### config.mk
export PLATFORM = sky130hd
export DESIGN_NAME = atm_session_ctrl_flat
export DESIGN_NICKNAME = d
export VERILOG_FILES = /design/src/rtl/atm_pkg.sv /design/src/rtl/atm_session_ctrl_if.sv /design/src/rtl/atm_timeout_cnt.sv /design/src/rtl/atm_session_ctrl.sv /design/src/flat_wrapper.sv
export SDC_FILE = /design/constraint.sdc
export NUM_CORES = 1
export LEC_CHECK = 0
export BUFFER_PORTS_ARGS = -buffer_cell sky130_fd_sc_hd__buf_2
export CAP_MARGIN = 10
export CORE_UTILIZATION = 56
export DETAILED_ROUTE_END_ITERATION = 12
export PLACE_DENSITY = 0.81
export RECOVER_POWER = 100
export SLEW_MARGIN = 5
export SYNTH_ARGS = -nofsm -noshare
export SYNTH_HDL_FRONTEND = slang
export SYNTH_SLANG_ARGS = --single-unit
### constraint.sdc
create_clock -name i_clk -period 2.65 [get_ports i_clk]
set_input_delay 0.1325 -clock i_clk [delete_from_list [all_inputs] [get_ports i_clk]]
set_output_delay 0.1325 -clock i_clk [all_outputs]
set_load 0.01 [all_outputs]
### src/rtl/atm_pkg.sv
// rtl/atm_pkg.sv - shared types and codes for the ATM session controller
package atm_pkg;

  typedef enum logic [3:0] {
    S_IDLE,
    S_SCAN,
    S_LOOKUP,
    S_PIN_WAIT,
    S_MENU,
    S_AMOUNT,
    S_CHECK,
    S_CONFIRM,
    S_UPDATE,
    S_MORE,
    S_EJECT
  } state_t;

  localparam logic [1:0] OP_DEPOSIT  = 2'd0;
  localparam logic [1:0] OP_WITHDRAW = 2'd1;
  localparam logic [1:0] OP_BALANCE  = 2'd2;
  localparam logic [1:0] OP_END      = 2'd3;

  localparam logic [2:0] ERR_NONE    = 3'd0;
  localparam logic [2:0] ERR_SCAN    = 3'd1;
  localparam logic [2:0] ERR_LOCKED  = 3'd2;
  localparam logic [2:0] ERR_BAD_PIN = 3'd3;
  localparam logic [2:0] ERR_FUNDS   = 3'd4;
  localparam logic [2:0] ERR_LIMIT   = 3'd5;
  localparam logic [2:0] ERR_TIMEOUT = 3'd6;
  localparam logic [2:0] ERR_TXN_CAP = 3'd7;

  // States where the session waits on the user and the idle timer runs
  function automatic logic is_wait_state(input state_t s);
    return (s inside {S_SCAN, S_PIN_WAIT, S_MENU, S_AMOUNT, S_CONFIRM, S_MORE});
  endfunction

endpackage

### src/rtl/atm_session_ctrl_if.sv
// rtl/atm_session_ctrl_if.sv - front-end and account-memory signals of the session controller
interface atm_session_ctrl_if #(
  parameter int AMT_W = 16
);
  logic             card_inserted;
  logic             card_scanned;
  logic             acct_locked;
  logic             pin_valid;
  logic             pin_match;
  logic             op_valid;
  logic [1:0]       op_sel;
  logic             amt_valid;
  logic [AMT_W-1:0] amt_in;
  logic [AMT_W-1:0] bal_in;
  logic             user_confirm;
  logic             user_cancel;
  logic             more_txn;
  logic             upd_ack;
  logic             upd_req;
  logic             upd_op;
  logic [AMT_W-1:0] upd_amt;
  logic             lock_acc;
  logic [3:0]       pin_tries_left;
  logic             session_active;
  logic             show_balance;
  logic             txn_done;
  logic             err_valid;
  logic [2:0]       err_code;
  logic             eject;

  // Controller side
  modport master (
    input  card_inserted, card_scanned, acct_locked, pin_valid, pin_match,
           op_valid, op_sel, amt_valid, amt_in, bal_in, user_confirm,
           user_cancel, more_txn, upd_ack,
    output upd_req, upd_op, upd_amt, lock_acc, pin_tries_left, session_active,
           show_balance, txn_done, err_valid, err_code, eject
  );

  // Front end / account memory side
  modport slave (
    output card_inserted, card_scanned, acct_locked, pin_valid, pin_match,
           op_valid, op_sel, amt_valid, amt_in, bal_in, user_confirm,
           user_cancel, more_txn, upd_ack,
    input  upd_req, upd_op, upd_amt, lock_acc, pin_tries_left, session_active,
           show_balance, txn_done, err_valid, err_code, eject
  );
endinterface

### src/rtl/atm_timeout_cnt.sv
// rtl/atm_timeout_cnt.sv - idle-cycle counter with synchronous clear and expiry flag
module atm_timeout_cnt #(
  parameter int LIMIT = 1024
) (
  input  logic i_clk,
  input  logic i_rst,
  input  logic i_en,
  input  logic i_clr,
  output logic o_expire
);
  localparam int CW = $clog2(LIMIT + 1);
  localparam logic [CW-1:0] LIMIT_C = CW'(LIMIT);

  logic [CW-1:0] r_cnt;

  assign o_expire = i_en && (r_cnt == LIMIT_C);

  // Count idle cycles; saturate at the limit, restart on clear or outside wait states
  always_ff @(posedge i_clk or posedge i_rst) begin
    if (i_rst) begin
      r_cnt <= '0;
    end else if (i_clr || !i_en) begin
      r_cnt <= '0;
    end else if (!o_expire) begin
      r_cnt <= r_cnt + CW'(1);
    end
  end
endmodule

### src/rtl/atm_session_ctrl.sv
// rtl/atm_session_ctrl.sv - ATM session sequencer: card, PIN, transaction loop, memory update
module atm_session_ctrl
  import atm_pkg::*;
#(
  parameter int MAX_PIN_TRIES  = 3,
  parameter int TIMEOUT_CYCLES = 1024,
  parameter int AMT_W          = 16,
  parameter int MAX_TXN        = 8,
  parameter int WDRAW_LIMIT    = 1000
) (
  input  logic               i_clk,
  input  logic               i_rst,
  atm_session_ctrl_if.master bus
);
  localparam logic [3:0]     TRIES_INIT = 4'(MAX_PIN_TRIES);
  localparam logic [7:0]     TXN_CAP    = 8'(MAX_TXN);
  localparam logic [AMT_W:0] LIMIT_EXT  = (AMT_W + 1)'(WDRAW_LIMIT);

  state_t           r_state, w_next;
  logic [3:0]       r_tries, w_tries;
  logic [7:0]       r_txn_cnt, w_txn_cnt;
  logic             r_session, w_session;
  logic [AMT_W-1:0] r_amt, w_amt;
  logic             r_wd, w_wd;
  logic [2:0]       r_err_code, w_err_code;
  logic             r_upd_req, r_lock, r_show, r_txn_done, r_err_valid, r_eject;
  logic             w_lock, w_show, w_txn_done, w_err, w_accept;
  logic             w_expire, w_clr, w_tmo_en;
  logic [AMT_W:0]   w_amt_ext, w_sum;

  assign w_amt_ext = {1'b0, r_amt};
  assign w_sum     = w_amt_ext + {1'b0, bus.bal_in};
  assign w_tmo_en  = is_wait_state(r_state);
  assign w_clr     = (w_next != r_state) || w_accept;

  atm_timeout_cnt #(.LIMIT(TIMEOUT_CYCLES)) u_tmo (
    .i_clk    (i_clk),
    .i_rst    (i_rst),
    .i_en     (w_tmo_en),
    .i_clr    (w_clr),
    .o_expire (w_expire)
  );

  // Next-state, next-output and datapath-update decisions
  always_comb begin
    w_next     = r_state;
    w_tries    = r_tries;
    w_txn_cnt  = r_txn_cnt;
    w_session  = r_session;
    w_amt      = r_amt;
    w_wd       = r_wd;
    w_err      = 1'b0;
    w_err_code = ERR_NONE;
    w_lock     = 1'b0;
    w_show     = 1'b0;
    w_txn_done = 1'b0;
    w_accept   = 1'b0;
    case (r_state)
      S_IDLE: if (bus.card_inserted) w_next = S_SCAN;
      S_SCAN: begin
        if (bus.card_scanned) begin
          w_accept = 1'b1;
          w_next   = S_LOOKUP;
        end else if (w_expire) begin
          w_err = 1'b1; w_err_code = ERR_SCAN; w_next = S_EJECT;
        end
      end
      S_LOOKUP: begin
        if (bus.acct_locked) begin
          w_err = 1'b1; w_err_code = ERR_LOCKED; w_next = S_EJECT;
        end else begin
          w_tries = TRIES_INIT;
          w_next  = S_PIN_WAIT;
        end
      end
      S_PIN_WAIT: begin
        if (bus.pin_valid) begin
          w_accept = 1'b1;
          if (bus.pin_match) begin
            w_session = 1'b1; w_txn_cnt = '0; w_next = S_MENU;
          end else if (r_tries <= 4'd1) begin
            w_tries = '0; w_lock = 1'b1;
            w_err = 1'b1; w_err_code = ERR_BAD_PIN; w_next = S_EJECT;
          end else begin
            w_tries = r_tries - 4'd1;
          end
        end else if (w_expire) begin
          w_err = 1'b1; w_err_code = ERR_TIMEOUT; w_next = S_EJECT;
        end
      end
      S_MENU: begin
        if (bus.op_valid) begin
          w_accept = 1'b1;
          case (bus.op_sel)
            OP_DEPOSIT:  begin w_wd = 1'b0; w_next = S_AMOUNT; end
            OP_WITHDRAW: begin w_wd = 1'b1; w_next = S_AMOUNT; end
            OP_BALANCE:  begin w_show = 1'b1; w_next = S_MORE; end
            default:     w_next = S_EJECT;
          endcase
        end else if (w_expire) begin
          w_err = 1'b1; w_err_code = ERR_TIMEOUT; w_next = S_EJECT;
        end
      end
      S_AMOUNT: begin
        if (bus.amt_valid) begin
          w_accept = 1'b1;
          if (bus.amt_in == '0) begin
            w_next = S_MENU;
          end else begin
            w_amt  = bus.amt_in;
            w_next = S_CHECK;
          end
        end else if (w_expire) begin
          w_err = 1'b1; w_err_code = ERR_TIMEOUT; w_next = S_EJECT;
        end
      end
      S_CHECK: begin
        w_next = S_CONFIRM;
        if (r_wd) begin
          if (w_amt_ext > LIMIT_EXT) begin
            w_err = 1'b1; w_err_code = ERR_LIMIT; w_next = S_MORE;
          end else if (r_amt > bus.bal_in) begin
            w_err = 1'b1; w_err_code = ERR_FUNDS; w_next = S_MORE;
          end
        end else if (w_sum[AMT_W]) begin
          w_err = 1'b1; w_err_code = ERR_LIMIT; w_next = S_MORE;
        end
      end
      S_CONFIRM: begin
        if (bus.user_cancel) begin
          w_accept = 1'b1; w_next = S_MENU;
        end else if (bus.user_confirm) begin
          w_accept = 1'b1; w_next = S_UPDATE;
        end else if (w_expire) begin
          w_err = 1'b1; w_err_code = ERR_TIMEOUT; w_next = S_EJECT;
        end
      end
      S_UPDATE: begin
        if (bus.upd_ack) begin
          w_txn_done = 1'b1;
          w_txn_cnt  = r_txn_cnt + 8'd1;
          w_next     = S_MORE;
        end
      end
      S_MORE: begin
        if (r_txn_cnt == TXN_CAP) begin
          w_err = 1'b1; w_err_code = ERR_TXN_CAP; w_next = S_EJECT;
        end else if (bus.more_txn) begin
          w_next = S_MENU;
        end else begin
          w_next = S_EJECT;
        end
      end
      S_EJECT: w_next = S_IDLE;
      default: w_next = S_IDLE;
    endcase
    if (w_next == S_EJECT) w_session = 1'b0;
  end

  // State and registered outputs; pulses land the cycle after their decision
  always_ff @(posedge i_clk or posedge i_rst) begin
    if (i_rst) begin
      r_state     <= S_IDLE;
      r_tries     <= TRIES_INIT;
      r_txn_cnt   <= '0;
      r_session   <= 1'b0;
      r_amt       <= '0;
      r_wd        <= 1'b0;
      r_err_code  <= ERR_NONE;
      r_upd_req   <= 1'b0;
      r_lock      <= 1'b0;
      r_show      <= 1'b0;
      r_txn_done  <= 1'b0;
      r_err_valid <= 1'b0;
      r_eject     <= 1'b0;
    end else begin
      r_state     <= w_next;
      r_tries     <= w_tries;
      r_txn_cnt   <= w_txn_cnt;
      r_session   <= w_session;
      r_amt       <= w_amt;
      r_wd        <= w_wd;
      r_upd_req   <= (w_next == S_UPDATE);
      r_lock      <= w_lock;
      r_show      <= w_show;
      r_txn_done  <= w_txn_done;
      r_err_valid <= w_err;
      r_eject     <= (w_next == S_EJECT);
      if (w_err) r_err_code <= w_err_code;
    end
  end

  assign bus.upd_req        = r_upd_req;
  assign bus.upd_op         = r_wd;
  assign bus.upd_amt        = r_amt;
  assign bus.lock_acc       = r_lock;
  assign bus.pin_tries_left = r_tries;
  assign bus.session_active = r_session;
  assign bus.show_balance   = r_show;
  assign bus.txn_done       = r_txn_done;
  assign bus.err_valid      = r_err_valid;
  assign bus.err_code       = r_err_code;
  assign bus.eject          = r_eject;
endmodule

### src/flat_wrapper.sv
// flat-port wrapper written by rule: the top's interface ports become plain ports
module atm_session_ctrl_flat import atm_pkg::*;
#(
  parameter int MAX_PIN_TRIES  = 3,
  parameter int TIMEOUT_CYCLES = 1024,
  parameter int AMT_W          = 16,
  parameter int MAX_TXN        = 8,
  parameter int WDRAW_LIMIT    = 1000
)
  (i_clk, i_rst, bus_card_inserted, bus_card_scanned, bus_acct_locked, bus_pin_valid, bus_pin_match, bus_op_valid, bus_op_sel, bus_amt_valid, bus_amt_in, bus_bal_in, bus_user_confirm, bus_user_cancel, bus_more_txn, bus_upd_ack, bus_upd_req, bus_upd_op, bus_upd_amt, bus_lock_acc, bus_pin_tries_left, bus_session_active, bus_show_balance, bus_txn_done, bus_err_valid, bus_err_code, bus_eject);
  atm_session_ctrl_if #(.AMT_W(AMT_W)) bus_i ();
  input  logic i_clk;
  input  logic i_rst;
  input wire logic [$bits(bus_i.card_inserted)-1:0] bus_card_inserted;
  input wire logic [$bits(bus_i.card_scanned)-1:0] bus_card_scanned;
  input wire logic [$bits(bus_i.acct_locked)-1:0] bus_acct_locked;
  input wire logic [$bits(bus_i.pin_valid)-1:0] bus_pin_valid;
  input wire logic [$bits(bus_i.pin_match)-1:0] bus_pin_match;
  input wire logic [$bits(bus_i.op_valid)-1:0] bus_op_valid;
  input wire logic [$bits(bus_i.op_sel)-1:0] bus_op_sel;
  input wire logic [$bits(bus_i.amt_valid)-1:0] bus_amt_valid;
  input wire logic [$bits(bus_i.amt_in)-1:0] bus_amt_in;
  input wire logic [$bits(bus_i.bal_in)-1:0] bus_bal_in;
  input wire logic [$bits(bus_i.user_confirm)-1:0] bus_user_confirm;
  input wire logic [$bits(bus_i.user_cancel)-1:0] bus_user_cancel;
  input wire logic [$bits(bus_i.more_txn)-1:0] bus_more_txn;
  input wire logic [$bits(bus_i.upd_ack)-1:0] bus_upd_ack;
  output wire logic [$bits(bus_i.upd_req)-1:0] bus_upd_req;
  output wire logic [$bits(bus_i.upd_op)-1:0] bus_upd_op;
  output wire logic [$bits(bus_i.upd_amt)-1:0] bus_upd_amt;
  output wire logic [$bits(bus_i.lock_acc)-1:0] bus_lock_acc;
  output wire logic [$bits(bus_i.pin_tries_left)-1:0] bus_pin_tries_left;
  output wire logic [$bits(bus_i.session_active)-1:0] bus_session_active;
  output wire logic [$bits(bus_i.show_balance)-1:0] bus_show_balance;
  output wire logic [$bits(bus_i.txn_done)-1:0] bus_txn_done;
  output wire logic [$bits(bus_i.err_valid)-1:0] bus_err_valid;
  output wire logic [$bits(bus_i.err_code)-1:0] bus_err_code;
  output wire logic [$bits(bus_i.eject)-1:0] bus_eject;
  assign bus_i.card_inserted = bus_card_inserted;
  assign bus_i.card_scanned = bus_card_scanned;
  assign bus_i.acct_locked = bus_acct_locked;
  assign bus_i.pin_valid = bus_pin_valid;
  assign bus_i.pin_match = bus_pin_match;
  assign bus_i.op_valid = bus_op_valid;
  assign bus_i.op_sel = bus_op_sel;
  assign bus_i.amt_valid = bus_amt_valid;
  assign bus_i.amt_in = bus_amt_in;
  assign bus_i.bal_in = bus_bal_in;
  assign bus_i.user_confirm = bus_user_confirm;
  assign bus_i.user_cancel = bus_user_cancel;
  assign bus_i.more_txn = bus_more_txn;
  assign bus_i.upd_ack = bus_upd_ack;
  assign bus_upd_req = bus_i.upd_req;
  assign bus_upd_op = bus_i.upd_op;
  assign bus_upd_amt = bus_i.upd_amt;
  assign bus_lock_acc = bus_i.lock_acc;
  assign bus_pin_tries_left = bus_i.pin_tries_left;
  assign bus_session_active = bus_i.session_active;
  assign bus_show_balance = bus_i.show_balance;
  assign bus_txn_done = bus_i.txn_done;
  assign bus_err_valid = bus_i.err_valid;
  assign bus_err_code = bus_i.err_code;
  assign bus_eject = bus_i.eject;
  atm_session_ctrl #(.MAX_PIN_TRIES(MAX_PIN_TRIES), .TIMEOUT_CYCLES(TIMEOUT_CYCLES), .AMT_W(AMT_W), .MAX_TXN(MAX_TXN), .WDRAW_LIMIT(WDRAW_LIMIT)) u_core (.i_clk(i_clk), .i_rst(i_rst), .bus(bus_i));
endmodule
Yosys cells after proc, flatten, opt, wreduce, memory -nomap -nowiden
Cells that the tools add are included.
{"block": "classes", "order_cmp": 3, "n_shift": 0, "eq_ne": 22, "n_bitwise": 1, "n_reduce_logical": 20, "div_mod_pow": 0, "mux": 84, "n_addsub": 4, "n_mul": 0}
{"cell": "$mux 4", "n": 22}
{"cell": "$pmux 4 s10", "n": 1}
{"cell": "$mux 3", "n": 13}
{"cell": "$mux 1", "n": 33}
{"cell": "$mux 8", "n": 3}
{"cell": "$pmux 3 s8", "n": 1}
{"cell": "$mux 11", "n": 2}
{"cell": "$add 16x16->17", "n": 1}
{"cell": "$eq 4x3->1 const B", "n": 4}
{"cell": "$eq 4x4->1 const B", "n": 4}
{"cell": "$gt 16x10->1 const B", "n": 1}
{"cell": "$gt 16x16->1", "n": 1}
{"cell": "$logic_not 16->1", "n": 1}
{"cell": "$pmux 4 s2", "n": 2}
{"cell": "$pmux 8 s2", "n": 1}
{"cell": "$reduce_bool 2->1", "n": 6}
{"cell": "$add 11x1->11 const B", "n": 1}
{"cell": "$eq 11x11->1 const B", "n": 1}
{"cell": "$ne 2x2->1 const B", "n": 5}
{"cell": "$reduce_and 3->1", "n": 3}
{"cell": "$add 8x1->8 const B", "n": 1}
{"cell": "$eq 4x2->1 const B", "n": 2}
{"cell": "$eq 8x4->1 const B", "n": 1}
{"cell": "$pmux 1 s8", "n": 1}
{"cell": "other kinds (19)", "n": 23}
{"block": "word_totals", "inputBits": 47, "mem_bits_rw": 0, "latch_bits": 0, "memories": 0, "output_inout_bits": 31, "elab_cells": 148, "ff_bits": 54, "mem_bits_ro": 0}

Logic depth before layout (Yosys ltp)
{"block": "depth", "ltp_word": 11, "ltp_mapped": 10, "ltp_nobuf": 9}

Modules after synthesis
From an unflattened synthesis, not the netlist that was laid out.
{"block": "hier_totals", "hier_cells": 417, "area_unflattened_um2": 3778.6}
{"mod": "atm_session_ctrl", "n_inst": 1, "seq_area_each_um2": 1078.5, "cells_each": 351, "area_per_inst_um2": 3150.5}
{"mod": "atm_timeout_cnt", "n_inst": 1, "seq_area_each_um2": 275.3, "cells_each": 66, "area_per_inst_um2": 628.1}

Worst setup path before layout
Ideal clock, no wire load.
{"block": "synth_path", "kind": "register to register", "start": "register u_core.r_amt[14], in the netlist u_core.bus.upd_amt[14]", "end": "register u_core.u_tmo.r_cnt[0]", "stages_incl_launch_ff": 10, "n_path_buf": 1, "t_required_ps": 2529, "setup_time_ps": 121, "t_arrival_ps": 2184, "setup_slack_ps": 345, "period_less_slack_ps": 2305, "cell_sequence": "dfrtp_1 ha_1 nand4_1 nor4_1 inv_1 o221ai_2 a2111oi_4 a211oi_2 buf_6 nor3_2"}
{"block": "synth_between", "elab_chain_len": 9, "word_cells_on_any_way": 13, "cone_classes": "1 x add/sub; 2 x order compare; 2 x eq/ne; 6 x mux; 2 x reduce/logical"}
{"item": "from (decl)", "line_no": "atm_session_ctrl.sv:23", "source": "logic [AMT_W-1:0] r_amt, w_amt;"}
{"item": "from (signal assigned)", "line_no": "atm_session_ctrl.sv:181", "source": "r_amt <= w_amt;"}
{"item": "$gt 16x16->1", "line_no": "atm_session_ctrl.sv:122", "source": "end else if (r_amt > bus.bal_in) begin"}
{"item": "$mux 4", "line_no": "atm_session_ctrl.sv:122"}
{"item": "$mux 4", "line_no": "atm_session_ctrl.sv:120", "source": "if (w_amt_ext > LIMIT_EXT) begin"}
{"item": "$mux 4 (*)", "line_no": "atm_session_ctrl.sv:119", "source": "if (r_wd) begin"}
{"item": "$pmux 4 s10 (*)", "line_no": "atm_session_ctrl.sv:58", "source": "case (r_state)"}
{"item": "$ne 4x4->1 (*)", "line_no": "atm_session_ctrl.sv:34", "source": "assign w_clr = (w_next != r_state) || w_accept;"}
{"item": "$logic_or 1x1->1 (*)", "line_no": "atm_session_ctrl.sv:34"}
{"item": "$logic_or 1x1->1 (*)", "line_no": "atm_timeout_cnt.sv:22", "source": "end else if (i_clr || !i_en) begin"}
{"item": "$ne 2x1->1 (no line) or $mux 11 (tied branches)"}
{"item": "to (signal assigned)", "line_no": "atm_timeout_cnt.sv:25", "source": "r_cnt <= r_cnt + CW'(1);"}
{"item": "to (decl)", "line_no": "atm_timeout_cnt.sv:14", "source": "logic [CW-1:0] r_cnt;"}
Mark *: on every way between the ends. The rest lies on a longest branch, timed or not.
A chain may end at the register's enable or synchronous reset.

Worst setup path after layout
{"block": "layout_path", "start": "register u_core.r_amt[10], in the netlist u_core.bus.upd_amt[10]", "end": "register u_core.r_upd_req, in the netlist u_core.bus.upd_req"}
{"block": "layout_between", "elab_chain_len": 6, "word_cells_on_any_way": 9, "cone_classes": "1 x add/sub; 2 x order compare; 1 x eq/ne; 5 x mux"}
{"item": "$gt 16x16->1", "line_no": "atm_session_ctrl.sv:122"}
{"item": "$mux 4", "line_no": "atm_session_ctrl.sv:122"}
{"item": "$mux 4", "line_no": "atm_session_ctrl.sv:120"}
{"item": "$mux 4 (*)", "line_no": "atm_session_ctrl.sv:119"}
{"item": "$pmux 4 s10 (*)", "line_no": "atm_session_ctrl.sv:58"}
{"item": "net u_core.w_next[3]", "line_no": "atm_session_ctrl.sv:19", "source": "state_t r_state, w_next;"}
{"item": "$eq 4x4->1 (*)", "line_no": "atm_session_ctrl.sv:183", "source": "r_upd_req <= (w_next == S_UPDATE);"}
{"item": "to (signal assigned)", "line_no": "atm_session_ctrl.sv:183"}
{"item": "to (decl)", "line_no": "atm_session_ctrl.sv:26", "source": "logic r_upd_req, r_lock, r_show, r_txn_done, r_err_valid, r_eject;"}
Mark *: on every way through the listed nets, which the timed path passes. The rest lies on a longest branch.

==> out/results.ini <==
[clock_tree]
cts_buffers=5
cts.sinks=54
root_buffer=clkbuf_8
cts.clk_slew.worst_paths_ns=0.10
htreeDepth=2
cts_tree=done
hold_buffers=0
clock_latency_ns=0.32
clockBufferDepth=2

[synthesis]
ys_seq_area_share_pct=35.2
yosys.area_share.simple_pct=21.6
synth_area_per_cell_um2=9.65
synth_edf_count=0
ys_types=70
yosysWarnings=0
synth_seq_cells=54
synth_xor_xnor_area_share_pct=3.42
syn_nets=483
synth_ff_type=dfrtp_1
synth_mux_area_share_pct=5.77
syn_area_um2=3840
synth_top_family_by_area=simple AND/OR/NAND/NOR gates
syn_inst=398
synth_compound_area_share_pct=16.1
synthAdderAreaFrac_pct=12.4
async_flop_share_pct=100

[drt]
drc=10
viasPerCell=6.02
routed_wl_mm=10.5
routed-wl-met2_mm=5.34
drt_first_iter_violations=239
detail_route.first_pass.iterations=10
wl_met1_mm=4.39
vias=3626
top_layer_used=met4
wl_met3_um=483
drt-wirelength-per-cell_um=17.5
postRouteAntennaNets=0

[placement]
gp_congestion=0.959
place_inst=590
io_buffers=77
post-dp-hpwl_mm=7.96

[timing]
hold_viol=0
post-route-period-util_pct=98.2
fmax_mhz=384
min_period_ns=2.60
setup_viol=0
fin_skew_ns=0.0139
timing.hold.ws_ns=0.0150
finalSetupTns_ns=0
slew_headroom_pct=12.1
finalMaxSlewViolations=0
tightest_slew_ns=1.32

[power_and_ir_drop]
power_density_nw_per_um2=933
p_sw_share_pct=42.7
power.internal_uw=2550
worst_ir_drop_vdd_v=0.000595
netSwitchingPower_uw=1900
seqPwrFrac_pct=28.4
p_clk_share_pct=15.3
p_comb_share_pct=56.3
leakage_uw=0.00229
p_total_uw=4440

[cells_and_area]
antennaDiodeCount=0
nets=609
area_growth_pct=23.9
finalNonFillerCells=602
nFillCells=489
final_layout_size_suffix_gt1_share_pct=29.0
finish.utilization_pct=73.3

[grt]
gr-total-overflow=0
grt_pass1_vias=3612
grtUsageTotal_pct=30.1
grt_first_pass_wirelength_mm=16.9
antenna_found_initial=0
grt_max_degree=55

[floorplanning]
ioPinCount=78
placement_rows=29
start_util_pct=59.1
coreArea_um2=6490
die_area_um2=7190
die_x_um=84.8
die_y_um=84.8

[worst_setup_path]
worstSetupPathType=reg -> reg
rrSetupSlack_ns=0.05
crit_path_start_kind=flop
worstPathMaxFanout=5
cp_data_arrival_time_ns=2.83
timing.rr.start=u_core.bus.upd_amt[10]
cp.required_ns=2.88
worstSetupEndpointType=flop
r2r_cells=10
worstReg2RegEnd=u_core.bus.upd_req

[hold_path]
min_path_type=in -> reg
min_from=bus_op_sel[0]
hold_depth=2
whs_endpoint=u_core.bus.show_balance

[status]
violations=DRC
outcome=complete, but fails checks

[flow_run]
drv_cap=0

[layout make-up]
class / count / area (µm²) / area share (%)
Clock buffer: 6 / 82.6 / 1.74
Inverter: 39 / 146 / 3.08
Tap cell: 77 / 96.3 / 2.02
Timing Repair Buffer: 130 / 712 / 15.0
Sequential cell: 54 / 1350 / 28.4
Clock inverter: 2 / 60.1 / 1.26
Multi-Input combinational cell: 294 / 2310 / 48.5
[Yosys cell counts, types with 4 or more instances]
master | n | area (µm²)
a21o_1 | 4 | 30.0
a21oi_1 | 18 | 90.1
and3_1 | 7 | 43.8
buf_2 | 7 | 35.0
dfrtp_1 | 52 | 1300
ha_1 | 38 | 475
inv_1 | 39 | 146
mux2_2 | 17 | 191
nand2_1 | 20 | 75.1
nand3_1 | 11 | 55.1
nand4_1 | 10 | 62.6
nor2_1 | 24 | 90.1
nor2b_1 | 6 | 37.5
nor3_1 | 6 | 30.0
nor3_2 | 10 | 100
nor3b_1 | 4 | 30.0
nor4_1 | 14 | 87.6
o211ai_1 | 6 | 45.0
o21a_1 | 6 | 45.0
o21ai_0 | 11 | 55.1
o21ai_1 | 4 | 20.0
xnor2_1 | 4 | 35.0
xor2_1 | 11 | 96.3
[metal layers]
| layer | vias up | track usage, % |
|---|---|---|
| met5 | - | 0 |
| met1 | 1766 | 36.3 |
| met2 | 142 | 54.5 |
| li1 | 1688 | - |
| met3 | 30 | 3.89 |
| met4 | 0 | 12.0 |
[worst max path at each step]
stage	from	end	slack [ns]	cells after the start
after floorplan	u_core.bus.upd_amt[14]	u_core.u_tmo.r_cnt[0]	0.35	9
after global placement	u_core.bus.upd_amt[13]	u_core.u_tmo.r_cnt[4]	-0.18	8
after detailed placement	u_core.bus.upd_amt[13]	u_core.u_tmo.r_cnt[4]	-0.34	8
after CTS	u_core.bus.upd_amt[15]	u_core.bus.session_active	0.02	10
after global routing	u_core.bus.upd_amt[10]	u_core.bus.upd_req	-0.12	10
final	u_core.bus.upd_amt[10]	u_core.bus.upd_req	0.05	10
[power groups by stage]
stage / combinational, µW / clock [µW] / sequential [µW]
after floorplan: 1370 / 0 / 1380
after global placement: 2350 / 0 / 1260
after detailed placement: 2440 / 0 / 1270
after CTS: 2520 / 687 / 1260
after global routing: 2720 / 721 / 1290
final: 2500 / 680 / 1260
[what timing repair did]
item / CTS / global route
pin swaps: 1 / 5
gates resized for setup: 1 / 4
hold endpoints to repair: 0 / 0
setup buffers: 1 / 3
endpoints found under the setup margin: 11 / 15
[state kept, by name (all words and copies together) (netlist names)]
signal,cells
u_core.bus.lock_acc,1
u_core.r_txn_cnt,8
u_core.bus.upd_op,1
u_core.u_tmo.r_cnt,11
u_core.bus.session_active,1
u_core.bus.upd_req,1
u_core.bus.txn_done,1
u_core.r_state,4
u_core.bus.err_code,3
u_core.bus.eject,1
u_core.bus.upd_amt,16
u_core.bus.pin_tries_left,4
u_core.bus.err_valid,1
u_core.bus.show_balance,1
[logic make-up after synthesis]
logic type | Yosys count
and+or+nand+nor | 138
muxes | 20
xor gates and xnor gates | 15
buffers and inverters | 50
DFF | 54
adders and majority gates | 38
AOI/OAI and AO/OA | 83
[cell usage in the layout (no fill, tap or decap), types with 7 or more instances in the layout]
cell type,synthesis,layout
o21ai_0,11,11
ha_1,38,37
clkbuf_1,0,31
nor2_1,24,24
mux2_2,17,16
nand2_1,20,20
buf_2,7,63
and3_1,7,7
nor4_1,14,13
a21oi_1,18,19
buf_4,2,34
nor3_2,10,11
xor2_1,11,11
nand4_1,10,10
nand3_1,11,11
dfrtp_1,52,52
inv_1,39,39
[critical path, cell delays in order (launching register included)]
cell and delay [ns]:
dfrtp_1 0.39, ha_1 0.31, buf_4 0.15, nor4_1 0.32, nand3_1 0.12, a21oi_1 0.22, or3_1 0.20, o21ai_2 0.08
buf_4 0.15, o21ai_1 0.34, nor3b_1 0.22
[stage by stage]
step                instance area [µm²]  worst slack [ns]
CTS                                4800            0.0237
floorplan                          3840             0.345
global placement                   4630            -0.181
finish                             4760            0.0477
detailed placement                 4630            -0.337
global route                       4760            -0.124
(Power assumes the default switching activity.)
